## config.mk

```make
export PLATFORM = sky130hd
export DESIGN_NAME = banked_address_decoder
export DESIGN_NICKNAME = d
export VERILOG_FILES = /design/src/rtl/pet_memory_map_pkg.sv /design/src/rtl/bank_ctrl_reg.sv /design/src/rtl/banked_address_decoder.sv
export SDC_FILE = /design/constraint.sdc
export NUM_CORES = 1
export LEC_CHECK = 0
export CAP_MARGIN = 10
export CORE_MARGIN = 2
export CORE_UTILIZATION = 35
export CTS_CLUSTER_DIAMETER = 100
export CTS_CLUSTER_SIZE = 40
export DETAILED_ROUTE_END_ITERATION = 6
export PLACE_DENSITY = 0.78
export SYNTH_ARGS = -nofsm -noshare
export SYNTH_HDL_FRONTEND = slang
export SYNTH_SLANG_ARGS = --single-unit
export TNS_END_PERCENT = 10
```

## constraint.sdc

```tcl
create_clock -name clk -period 1.7 [get_ports clk]
set_clock_uncertainty 0.1 [all_clocks]
set_input_delay 0.34 -clock clk [delete_from_list [all_inputs] [get_ports clk]]
set_output_delay 0.34 -clock clk [all_outputs]
set_load 0.02 [all_outputs]
```

## src/rtl/pet_memory_map_pkg.sv

```systemverilog
// PET memory map constants shared by the banked address decoder and its control register.
package pet_memory_map_pkg;

  localparam logic [15:0] CTRL_ADDR_DEFAULT = 16'hFFF0;

  localparam logic [15:0] LOW_RAM_LIMIT   = 16'h7FFF;
  localparam logic [15:0] DISP_BASE       = 16'h8000;
  localparam logic [15:0] DISP_LIMIT      = 16'h8FFF;
  localparam logic [15:0] EDIT_ROM_BASE   = 16'h9000;
  localparam logic [15:0] EDIT_ROM_LIMIT  = 16'hAFFF;
  localparam logic [15:0] IO_BASE         = 16'hE800;
  localparam logic [15:0] IO_LIMIT        = 16'hE8FF;
  localparam logic [15:0] IO_WIN_LIMIT    = 16'hEFFF;

  localparam int CTRL_EXP_ON      = 7;
  localparam int CTRL_IO_PEEK     = 6;
  localparam int CTRL_SCREEN_PEEK = 5;
  localparam int CTRL_BANK_HI     = 3;
  localparam int CTRL_BANK_LO     = 2;
  localparam int CTRL_WP_HI       = 1;
  localparam int CTRL_WP_LO       = 0;

  localparam int IO_PIA1 = 0;
  localparam int IO_PIA2 = 1;
  localparam int IO_VIA  = 2;
  localparam int IO_CRTC = 3;

endpackage

```

## src/rtl/bank_ctrl_reg.sv

```systemverilog
// Write-only bank control register; flags the strobed CPU write that targets it.
module bank_ctrl_reg
  import pet_memory_map_pkg::*;
#(
  parameter logic [15:0] CTRL_ADDR = CTRL_ADDR_DEFAULT
) (
  input  logic        clk,
  input  logic        reset_b,
  input  logic        strobe,
  input  logic [15:0] addr,
  input  logic        rw_b,
  input  logic [7:0]  data_in,
  output logic        ctrl_write,
  output logic [7:0]  bank_ctrl
);

  assign ctrl_write = strobe && !rw_b && (addr == CTRL_ADDR);

  always_ff @(posedge clk or negedge reset_b) begin
    if (!reset_b) begin
      bank_ctrl <= 8'h00;
    end else if (ctrl_write) begin
      bank_ctrl <= data_in;
    end
  end

endmodule

```

## src/rtl/banked_address_decoder.sv

```systemverilog
// Registered PET address decoder with 8096-style expansion RAM banking.
// Optional macro EDIT_ROM_WRITE_EN makes $9000-$AFFF writable in the normal map.
module banked_address_decoder
  import pet_memory_map_pkg::*;
#(
  parameter int          RAM_ADDR_WIDTH = 17,
  parameter logic [15:0] CTRL_ADDR      = CTRL_ADDR_DEFAULT
) (
  input  logic                      clk,
  input  logic                      reset_b,
  input  logic                      strobe,
  input  logic [15:0]               addr,
  input  logic                      rw_b,
  input  logic [7:0]                data_in,
  output logic                      valid,
  output logic                      ram_enable,
  output logic [RAM_ADDR_WIDTH-1:0] ram_addr,
  output logic                      io_enable,
  output logic [3:0]                io_select,
  output logic                      mirror_enable,
  output logic                      write_enable,
  output logic [7:0]                bank_ctrl
);

  logic                      ctrl_write;
  logic                      in_low, in_disp, in_io, in_io_win, in_edit_rom;
  logic                      expansion, bank_hi, bank_bit, writable;
  logic [16:0]               phys_addr;
  logic                      nxt_ram_enable, nxt_io_enable, nxt_mirror_enable, nxt_write_enable;
  logic [3:0]                nxt_io_select;

  bank_ctrl_reg #(.CTRL_ADDR(CTRL_ADDR)) u_bank_ctrl_reg (
    .clk        (clk),
    .reset_b    (reset_b),
    .strobe     (strobe),
    .addr       (addr),
    .rw_b       (rw_b),
    .data_in    (data_in),
    .ctrl_write (ctrl_write),
    .bank_ctrl  (bank_ctrl)
  );

  assign in_low      = (addr <= LOW_RAM_LIMIT);
  assign in_disp     = (addr >= DISP_BASE) && (addr <= DISP_LIMIT);
  assign in_io       = (addr >= IO_BASE) && (addr <= IO_LIMIT);
  assign in_io_win   = (addr >= IO_BASE) && (addr <= IO_WIN_LIMIT);
  assign in_edit_rom = (addr >= EDIT_ROM_BASE) && (addr <= EDIT_ROM_LIMIT);

  // Peek-through bits punch holes in the expansion window back to the normal map.
  assign expansion = bank_ctrl[CTRL_EXP_ON] && !in_low
                     && !(in_disp && bank_ctrl[CTRL_SCREEN_PEEK])
                     && !(in_io_win && bank_ctrl[CTRL_IO_PEEK]);
  assign bank_hi   = addr[14];
  assign bank_bit  = bank_hi ? bank_ctrl[CTRL_BANK_HI] : bank_ctrl[CTRL_BANK_LO];

  always_comb begin
    nxt_ram_enable    = 1'b0;
    nxt_io_enable     = 1'b0;
    nxt_mirror_enable = 1'b0;
    nxt_io_select     = 4'b0000;
    phys_addr         = {1'b0, addr};
    writable          = 1'b0;
    if (expansion) begin
      nxt_ram_enable = 1'b1;
      phys_addr      = {1'b1, bank_bit, addr[14:0]};
      writable       = !(bank_hi ? bank_ctrl[CTRL_WP_HI] : bank_ctrl[CTRL_WP_LO]);
    end else if (in_io) begin
      nxt_io_enable = 1'b1;
      writable      = 1'b1;
      if (addr[7])      nxt_io_select[IO_CRTC] = 1'b1;
      else if (addr[6]) nxt_io_select[IO_VIA]  = 1'b1;
      else if (addr[5]) nxt_io_select[IO_PIA2] = 1'b1;
      else if (addr[4]) nxt_io_select[IO_PIA1] = 1'b1;
    end else begin
      nxt_ram_enable    = 1'b1;
      nxt_mirror_enable = in_disp;
`ifdef EDIT_ROM_WRITE_EN
      writable          = in_low || in_disp || in_edit_rom;
`else
      writable          = in_low || in_disp;
`endif
    end
    nxt_write_enable = !rw_b && writable && !ctrl_write;
  end

  // Decode results are captured only on strobed cycles; valid marks the refresh.
  always_ff @(posedge clk or negedge reset_b) begin
    if (!reset_b) begin
      valid         <= 1'b0;
      ram_enable    <= 1'b0;
      ram_addr      <= '0;
      io_enable     <= 1'b0;
      io_select     <= 4'b0000;
      mirror_enable <= 1'b0;
      write_enable  <= 1'b0;
    end else begin
      valid <= strobe;
      if (strobe) begin
        ram_enable    <= nxt_ram_enable;
        ram_addr      <= RAM_ADDR_WIDTH'(phys_addr);
        io_enable     <= nxt_io_enable;
        io_select     <= nxt_io_select;
        mirror_enable <= nxt_mirror_enable;
        write_enable  <= nxt_write_enable;
      end
    end
  end

endmodule

```

==> flow_results.xml, run 1 <==
<?xml version="1.0" encoding="UTF-8"?>
<metrics>
  <group name="timing">
    <metric name="postLayoutSetupSlackWorst" unit="ns">-0.009296</metric>
    <metric name="maxSlewHeadroom" unit="%">68.33</metric>
    <metric name="maximum_frequency_from_static_timing_analysis" unit="MHz">585.0</metric>
    <metric name="report.final.hold_viol_count" unit="">0</metric>
    <metric name="finalSetupViolCount" unit="">5</metric>
    <metric name="final-max-slew-violation-count" unit="">0</metric>
    <metric name="worst_pin_slew" unit="ns">0.4714</metric>
    <metric name="grt_setup_unrepaired" unit="">yes</metric>
    <metric name="finalCriticalPeriod" unit="ns">1.709</metric>
    <metric name="fin_hold_ws" unit="ns">0.1836</metric>
    <metric name="final.period_utilization" unit="%">100.5</metric>
  </group>
  <group name="global_routing">
    <metric name="grt_overflow" unit="">0</metric>
    <metric name="grt_util_met2" unit="%">30.45</metric>
    <metric name="globalRouteMet1Util" unit="%">21.23</metric>
    <metric name="antenna_found_initial" unit="">0</metric>
    <metric name="grt_use_total" unit="%">17.83</metric>
    <metric name="grt_met3_usage" unit="%">3.343</metric>
    <metric name="grt_pass1_wl" unit="mm">6.693</metric>
    <metric name="grt_start_max_net_pins" unit="">35</metric>
    <metric name="first_global_vias" unit="">1342</metric>
    <metric name="top_usage_layer" unit="">met2</metric>
  </group>
  <group name="die">
    <metric name="placeableCoreArea" unit="mm2">0.004058</metric>
    <metric name="num_io_pins" unit="">62</metric>
    <metric name="floorplan.rows" unit="">23</metric>
    <metric name="die-area" unit="mm2">0.004788</metric>
    <metric name="fp.dieW" unit="um">69.20</metric>
    <metric name="die_h" unit="um">69.20</metric>
    <metric name="start_util" unit="%">36.66</metric>
  </group>
  <group name="power">
    <metric name="power.leakage" unit="nW">1.413</metric>
    <metric name="p_sw_share" unit="%">25.27</metric>
    <metric name="cellInternalPower" unit="mW">1.358</metric>
    <metric name="switching_power" unit="mW">0.4592</metric>
    <metric name="p_total" unit="mW">1.817</metric>
    <metric name="ir_worst_vdd" unit="mV">0.4210</metric>
    <metric name="powerDensity" unit="mW/mm2">723.2</metric>
    <metric name="p_clk_share" unit="%">33.5</metric>
    <metric name="power.combinational.fraction" unit="%">18.5</metric>
    <metric name="seq_power_share" unit="%">48.0</metric>
  </group>
  <group name="synthesis">
    <metric name="yosys_warnings" unit="">0</metric>
    <metric name="synth_enable_flop_cells" unit="">0</metric>
    <metric name="synth_ff_type" unit="">sky130_fd_sc_hd__dfrtp_1</metric>
    <metric name="netlist_area" unit="mm2">0.001488</metric>
    <metric name="synth_top_family_by_area" unit="">multiplexers</metric>
    <metric name="synth_area_in_adders" unit="%">0</metric>
    <metric name="synthArstFlopShare" unit="%">100.0</metric>
    <metric name="synthDistinctLibCells" unit="">30</metric>
    <metric name="synthSimpleGateAreaFrac" unit="%">10.51</metric>
    <metric name="synth_fp_nets" unit="">133</metric>
    <metric name="synthMuxAreaShare" unit="%">23.04</metric>
    <metric name="netlist_instances" unit="">105</metric>
    <metric name="ys_seq_area_share" unit="%">57.19</metric>
    <metric name="postSynthAreaPerCell" unit="um2">14.17</metric>
    <metric name="yosys_register_bits" unit="">34</metric>
    <metric name="post_synthesis_compound_gate_area_fraction" unit="%">6.728</metric>
    <metric name="synth_xor_xnor_area_share" unit="%">0</metric>
  </group>
  <group name="worst_setup_path">
    <metric name="worstPathMaxFanout" unit="">8</metric>
    <metric name="startpoint_type_of_the_worst_setup_path" unit="">input pin</metric>
    <metric name="critPathArrivalTime" unit="ns">1.77</metric>
    <metric name="critPathCaptureType" unit="">register</metric>
    <metric name="rrSetupSlack" unit="ns">0.07</metric>
    <metric name="crit_type" unit="">in -&gt; reg</metric>
    <metric name="critical_path_required" unit="ns">1.76</metric>
  </group>
  <group name="layout">
    <metric name="fraction_of_layout_cells_with_a_size_suffix_above_1" unit="%">36.04</metric>
    <metric name="filler_cell_count" unit="">300</metric>
    <metric name="largest_register_ff_count" unit="">17</metric>
    <metric name="multiInputGateArea" unit="um2">641.9</metric>
    <metric name="area_growth_syn_to_layout" unit="%">68.88</metric>
    <metric name="final_nets" unit="">224</metric>
    <metric name="register_area" unit="um2">850.8</metric>
    <metric name="diodes" unit="">0</metric>
    <metric name="layout.cells.non_filler" unit="">247</metric>
  </group>
  <group name="hold_path">
    <metric name="worstHoldPathType" unit="">in -&gt; reg</metric>
  </group>
  <group name="drt">
    <metric name="route.final.wire_length" unit="mm">4.103</metric>
    <metric name="detailroute.via_count" unit="">1244</metric>
    <metric name="dr.pass1.iters" unit="">4</metric>
    <metric name="detail_route.wl_per_cell" unit="um">16.61</metric>
    <metric name="ant_nets" unit="">0</metric>
    <metric name="drt_drc_violations_left" unit="">0</metric>
    <metric name="drtIter0Drc" unit="">35</metric>
    <metric name="route.detailed.vias_per_inst" unit="">5.036</metric>
  </group>
  <group name="cts">
    <metric name="cts_max_level" unit="">2</metric>
    <metric name="cts_tree" unit="">done</metric>
    <metric name="max-clock-path-buffers" unit="">2</metric>
    <metric name="worst_setup_hold_path_clk_slew" unit="ns">0.07</metric>
    <metric name="cts_hold_buffers" unit="">0</metric>
    <metric name="tritoncts.num_buffers" unit="">5</metric>
    <metric name="insertion_delay" unit="ns">0.28</metric>
    <metric name="cts.root.buffer_cell" unit="">sky130_fd_sc_hd__clkbuf_8</metric>
    <metric name="clock_sinks" unit="">34</metric>
  </group>
  <group name="placed_design">
    <metric name="place_congestion" unit="">0.7832</metric>
    <metric name="detailedPlacementHpwl" unit="mm">3.105</metric>
    <metric name="placed_cells_incl_taps" unit="">237</metric>
    <metric name="port_buffers" unit="">61</metric>
  </group>
  <group name="outcome">
    <metric name="violated_checks" unit="">negative setup slack</metric>
    <metric name="result_of_the_run" unit="">complete, but fails checks</metric>
  </group>
  <group name="job">
    <metric name="max_cap_viol_count" unit="">0</metric>
  </group>
</metrics>
cells in the mapped netlist, types with 2 or more instances:
cell type / instances / area [um2]
sky130_fd_sc_hd__mux2_2: 18 / 202.7
sky130_fd_sc_hd__o2bb2ai_1: 2 / 17.52
sky130_fd_sc_hd__clkbuf_1: 2 / 7.510
sky130_fd_sc_hd__dfrtp_1: 34 / 850.8
sky130_fd_sc_hd__mux2_4: 8 / 120.1
sky130_fd_sc_hd__inv_1: 7 / 26.28
sky130_fd_sc_hd__mux2i_1: 2 / 20.02
sky130_fd_sc_hd__nor3_1: 4 / 20.02
sky130_fd_sc_hd__nand3_1: 3 / 15.01
sky130_fd_sc_hd__nand4_1: 2 / 12.51
sky130_fd_sc_hd__nand2_1: 3 / 11.26
sky130_fd_sc_hd__nand2b_1: 2 / 12.51
routing by layer:
layer  wire length (um)  vias up  share of wire, %
met1               1629      603                40
met4                152        0               3.7
met3                170       13               4.1
li1                   -      573                 -
met2               2151       55                52
met5                  0        -                 0
final cells by class:
| type | count | area share, % |
|---|---|---|
| Timing Repair Buffer | 87 | 33.42 |
| Multi-Input combinational cell | 61 | 25.55 |
| Inverter | 7 | 1.046 |
| Sequential cell | 34 | 33.86 |
| Clock inverter | 1 | 0.1992 |
| Clock buffer | 7 | 3.436 |
| Tap cell | 50 | 2.490 |
final timing paths:
check	start	end	cells after the start
worst min register to register	ram_enable	ram_enable	1
worst max-delay path	addr[1]	u_bank_ctrl_reg.bank_ctrl[2]	5
worst min-delay path	addr[1]	ram_addr[1]	2
min in group asynchronous	reset_b	u_bank_ctrl_reg.bank_ctrl[1]	2
worst max register to register	u_bank_ctrl_reg.bank_ctrl[5]	io_select[0]	4
max in group asynchronous	reset_b	u_bank_ctrl_reg.bank_ctrl[2]	2
power groups by stage:
stage	logic (mW)	registers [mW]	clock network, mW
global placement	0.348	0.886	0
floorplan	0.0696	0.939	0
global route	0.357	0.877	0.657
finish	0.336	0.872	0.609
detailed placement	0.354	0.889	0
CTS	0.341	0.874	0.620
timing repair:
action	in CTS	in global routing
setup buffers	1	1
pin swaps	8	5
resized for setup	45	27
gates cloned	0	0
setup endpoints to repair	30	36
worst max-delay path, stage by stage:
cell and delay [ns]:
sky130_fd_sc_hd__buf_6 0.09, sky130_fd_sc_hd__or4b_4 0.54, sky130_fd_sc_hd__nor4_4 0.24, sky130_fd_sc_hd__nand3b_4 0.22, sky130_fd_sc_hd__mux2_4 0.34
logic make-up after synthesis:
group / Yosys count
DFF: 34
muxes: 28
and+or+nand+nor: 21
AOI/OAI and AO/OA: 12
buffers and inverters: 10
per-stage QoR:
step	setup TNS (ns)	cell area, um2	util [%]	worst slack [ns]
6_report	-0.01671	2512	61.92	-0.009296
5_1_grt	-0.3392	2512	61.92	-0.07045
4_1_cts	-0.5620	2417	59.57	-0.07735
3_5_place_dp	-10.67	2342	57.72	-0.6580
3_3_place_gp	-10.22	2342	57.72	-0.6190
2_1_floorplan	-0.9790	1488	-	-0.1170
cells in the final DEF (no fill, tap or decap), drive strengths merged, types with 4 or more instances in the layout:
cell type,count
inv,7
buf,30
nor3,4
clkbuf,7
dlymetal6s2s,21
mux2,26
dfrtp,34
clkdlybuf4s50,13
dlygate4sd2,22
Power figures use the tool's default switching activity.
==> run 2, diff against run 1 <==
--- a/config.mk
+++ b/config.mk
@@ -8,7 +8,7 @@
 export CAP_MARGIN = 10
 export CORE_MARGIN = 2
 export CORE_UTILIZATION = 35
-export CTS_CLUSTER_DIAMETER = 100
+export CTS_CLUSTER_DIAMETER = 60
 export CTS_CLUSTER_SIZE = 40
 export DETAILED_ROUTE_END_ITERATION = 6
 export PLACE_DENSITY = 0.78
==> results of run 2 <==
No change in the layout: final DEF, timing and power equal those of run 1.
==> run 3, diff against run 2 <==
--- a/config.mk
+++ b/config.mk
@@ -12,7 +12,9 @@
 export CTS_CLUSTER_SIZE = 40
 export DETAILED_ROUTE_END_ITERATION = 6
 export PLACE_DENSITY = 0.78
+export SETUP_SLACK_MARGIN = 0.3
 export SYNTH_ARGS = -nofsm -noshare
 export SYNTH_HDL_FRONTEND = slang
+export SYNTH_HIERARCHICAL = 1
 export SYNTH_SLANG_ARGS = --single-unit
 export TNS_END_PERCENT = 10
==> run 3 against run 2 <==
Effect of this change:
- the run still ends with negative setup slack left
- sequential share of layout area rose by 1.8 points
- first-iteration DRC count fell by 2.9%
- routed wire length fell by 0.34%
- setup slack got worse by 0.012 ns
- power fell by 1.3%
- non-clock buffer count fell by 4
- die area fell by 0.23%
- clock power fell by 1%
- global-route usage rose by 0.36 points
- final area fell by 5.1%
- critical path depth rose by 1
- critical path type unchanged
- largest cell class unchanged
- largest power group unchanged
==> flow_results.xml, run 3 <==
<?xml version="1.0" encoding="UTF-8"?>
<metrics>
  <group name="drt">
    <metric name="route.final.wire_length" unit="mm">4.089</metric>
    <metric name="route.detailed.vias_per_inst" unit="">5.075</metric>
    <metric name="drtIter0Drc" unit="">34</metric>
    <metric name="ant_nets" unit="">0</metric>
    <metric name="detail_route.wl_per_cell" unit="um">16.97</metric>
    <metric name="detailroute.via_count" unit="">1223</metric>
    <metric name="dr.pass1.iters" unit="">4</metric>
    <metric name="drt_drc_violations_left" unit="">0</metric>
  </group>
  <group name="synthesis">
    <metric name="netlist_instances" unit="">103</metric>
    <metric name="yosys_register_bits" unit="">34</metric>
    <metric name="synthDistinctLibCells" unit="">31</metric>
    <metric name="synth_enable_flop_cells" unit="">0</metric>
    <metric name="netlist_top_cells_count" unit="">sky130_fd_sc_hd__dfrtp_1, sky130_fd_sc_hd__mux2_2, sky130_fd_sc_hd__mux2_4, sky130_fd_sc_hd__nor2_1</metric>
    <metric name="synth_ff_type" unit="">sky130_fd_sc_hd__dfrtp_1</metric>
    <metric name="synth_fp_nets" unit="">131</metric>
    <metric name="netlist_area" unit="mm2">0.001484</metric>
    <metric name="synthArstFlopShare" unit="%">100.0</metric>
    <metric name="netlist.top_cell.by_area" unit="">sky130_fd_sc_hd__dfrtp_1</metric>
    <metric name="post-synth-top-area-fraction" unit="%">57.34</metric>
    <metric name="ys_seq_area_share" unit="%">57.34</metric>
    <metric name="ys_top_cells_by_area" unit="">sky130_fd_sc_hd__dfrtp_1, sky130_fd_sc_hd__mux2_2, sky130_fd_sc_hd__mux2_4</metric>
    <metric name="postSynthAreaPerCell" unit="um2">14.41</metric>
    <metric name="yosysMostFrequentCell" unit="">sky130_fd_sc_hd__dfrtp_1</metric>
    <metric name="yosys_warnings" unit="">6</metric>
  </group>
  <group name="placed_design">
    <metric name="detailedPlacementHpwl" unit="mm">3.054</metric>
    <metric name="placed_cells_incl_taps" unit="">230</metric>
    <metric name="port_buffers" unit="">61</metric>
    <metric name="place_congestion" unit="">0.7033</metric>
    <metric name="preCtsSetupSlack" unit="ns">-0.6703</metric>
    <metric name="postPlaceCellArea" unit="mm2">0.002288</metric>
  </group>
  <group name="layout">
    <metric name="diodes" unit="">0</metric>
    <metric name="most-common-layout-cells" unit="">sky130_fd_sc_hd__dfrtp_1, sky130_fd_sc_hd__buf_4, sky130_fd_sc_hd__mux2_2, sky130_fd_sc_hd__clkdlybuf4s15_2, sky130_fd_sc_hd__buf_2</metric>
    <metric name="area_growth_syn_to_layout" unit="%">60.62</metric>
    <metric name="fraction_of_layout_cells_with_a_size_suffix_above_1" unit="%">56.02</metric>
    <metric name="mostFrequentLayoutCell" unit="">sky130_fd_sc_hd__dfrtp_1</metric>
    <metric name="final_nets" unit="">218</metric>
    <metric name="layout.cells.non_filler" unit="">241</metric>
    <metric name="fin_area" unit="mm2">0.002384</metric>
    <metric name="post-route-util" unit="%">59.16</metric>
    <metric name="largest_register_ff_count" unit="">17</metric>
  </group>
  <group name="die">
    <metric name="die-area" unit="mm2">0.004777</metric>
    <metric name="die_h" unit="um">69.12</metric>
    <metric name="fp.dieW" unit="um">69.12</metric>
    <metric name="start_util" unit="%">36.83</metric>
    <metric name="placeableCoreArea" unit="mm2">0.004029</metric>
    <metric name="floorplan.rows" unit="">23</metric>
    <metric name="num_io_pins" unit="">62</metric>
  </group>
  <group name="global_routing">
    <metric name="grt_pass1_wl" unit="mm">6.706</metric>
    <metric name="grt_overflow" unit="">0</metric>
    <metric name="first_global_vias" unit="">1332</metric>
    <metric name="grt_start_max_net_pins" unit="">35</metric>
    <metric name="antenna_found_initial" unit="">0</metric>
    <metric name="grt_use_total" unit="%">18.19</metric>
  </group>
  <group name="timing">
    <metric name="maximum_frequency_from_static_timing_analysis" unit="MHz">580.8</metric>
    <metric name="report.final.hold_viol_count" unit="">0</metric>
    <metric name="finalCriticalPeriod" unit="ns">1.722</metric>
    <metric name="setup-tns-final" unit="ns">-0.1144</metric>
    <metric name="fin_hold_ws" unit="ns">0.2012</metric>
    <metric name="maxSlewHeadroom" unit="%">72.02</metric>
    <metric name="worst_pin_slew" unit="ns">0.4197</metric>
    <metric name="final-max-slew-violation-count" unit="">0</metric>
    <metric name="grt_setup_unrepaired" unit="">yes</metric>
    <metric name="finalSetupViolCount" unit="">8</metric>
    <metric name="postLayoutSetupSlackWorst" unit="ns">-0.02162</metric>
    <metric name="final.period_utilization" unit="%">101.3</metric>
  </group>
  <group name="power">
    <metric name="powerDensity" unit="mW/mm2">752.7</metric>
    <metric name="power.leakage" unit="nW">1.143</metric>
    <metric name="ir_worst_vdd" unit="mV">0.6393</metric>
    <metric name="p_total" unit="mW">1.794</metric>
  </group>
  <group name="worst_setup_path">
    <metric name="worstPathMaxFanout" unit="">8</metric>
    <metric name="critPathTopFamily" unit="">simple AND/OR/NAND/NOR gates</metric>
    <metric name="critical_path_required" unit="ns">1.77</metric>
    <metric name="worstPathBufferInverterCount" unit="">2</metric>
    <metric name="critPathArrivalTime" unit="ns">1.79</metric>
    <metric name="critPathMaxStageDelay" unit="ns">0.51</metric>
    <metric name="critPathCaptureType" unit="">register</metric>
    <metric name="worst_path_max_delay_cell" unit="">sky130_fd_sc_hd__or4_4</metric>
    <metric name="crit_type" unit="">in -&gt; reg</metric>
    <metric name="startpoint_type_of_the_worst_setup_path" unit="">input pin</metric>
    <metric name="crit_path_cell_trace" unit="">buf_6 &gt; nor4b_4 &gt; nand3_2 &gt; or4_4 &gt; buf_12 &gt; mux2_4</metric>
  </group>
  <group name="cts">
    <metric name="cts_max_level" unit="">2</metric>
    <metric name="cts_hold_buffers" unit="">0</metric>
    <metric name="cts.root.buffer_cell" unit="">sky130_fd_sc_hd__clkbuf_8</metric>
    <metric name="cts_tree" unit="">done</metric>
    <metric name="worst_setup_hold_path_clk_slew" unit="ns">0.07</metric>
    <metric name="max-clock-path-buffers" unit="">2</metric>
    <metric name="insertion_delay" unit="ns">0.28</metric>
    <metric name="clock_sinks" unit="">34</metric>
    <metric name="tritoncts.num_buffers" unit="">5</metric>
  </group>
  <group name="outcome">
    <metric name="violated_checks" unit="">negative setup slack</metric>
    <metric name="result_of_the_run" unit="">complete, but fails checks</metric>
  </group>
  <group name="hold_path">
    <metric name="worstHoldPathType" unit="">in -&gt; reg</metric>
  </group>
  <group name="job">
    <metric name="max_cap_viol_count" unit="">0</metric>
  </group>
</metrics>
[run 3: worst register-to-register path, delay by kind of cell (launching register included)]
kind	cells	cell delay, ns
AO/OA/AOI/OAI	2	0.37
flip-flops	1	0.43
AND/OR/NAND/NOR	2	0.62
[run 3: routing by layer]
metal	routed length, um	track usage (%)	vias to the layer above
met5	0	0	-
met4	89	7.190	0
met3	180	4.678	8
met2	2234	33.87	40
met1	1585	19.38	615
li1	-	-	560
[run 3: worst paths after layout]
path                                                end                         start  slack, ns  depth (start not counted)
min                                         ram_addr[2]                       addr[2]       0.20                          2
max in group asynchronous                  io_select[0]                       reset_b       0.84                          2
min in group asynchronous  u_bank_ctrl_reg/bank_ctrl[6]                       reset_b       0.36                          2
min reg2reg                                io_select[2]                  io_select[2]       0.40                          1
max reg2reg                                io_select[1]  u_bank_ctrl_reg/bank_ctrl[5]       0.11                          4
max                        u_bank_ctrl_reg/bank_ctrl[3]                       addr[3]      -0.02                          6
[run 3: report_power, final]
part | internal, mW | total, mW | switching, mW
registers | 0.852 | 0.874 | 0.0226
clock network | 0.326 | 0.600 | 0.274
logic | 0.163 | 0.319 | 0.157
[run 3: logic make-up after synthesis]
family	Yosys count	share of synthesized area (%)
AOI/OAI and AO/OA	12	7.168
DFF	34	57.34
buffers and inverters	6	2.107
muxes	27	22.34
and+or+nand+nor	24	11.05
[run 3: final cells by class]
| class | instances | area (um2) |
|---|---|---|
| timing repair buffer | 83 | 709.4 |
| clock inverter | 1 | 5.005 |
| inverter | 3 | 11.26 |
| clock buffer | 7 | 86.33 |
| fill | 344 | 1645 |
| multi-input combinational | 63 | 658.1 |
| tap | 50 | 62.56 |
| sequential | 34 | 850.8 |
[run 3: timing repair]
action / CTS / global route
pin swaps: 20 / 15
setup buffers: 3 / 0
cloned: 0 / 0
endpoints found under the setup margin: 67 / 34
resized for setup: 158 / 20
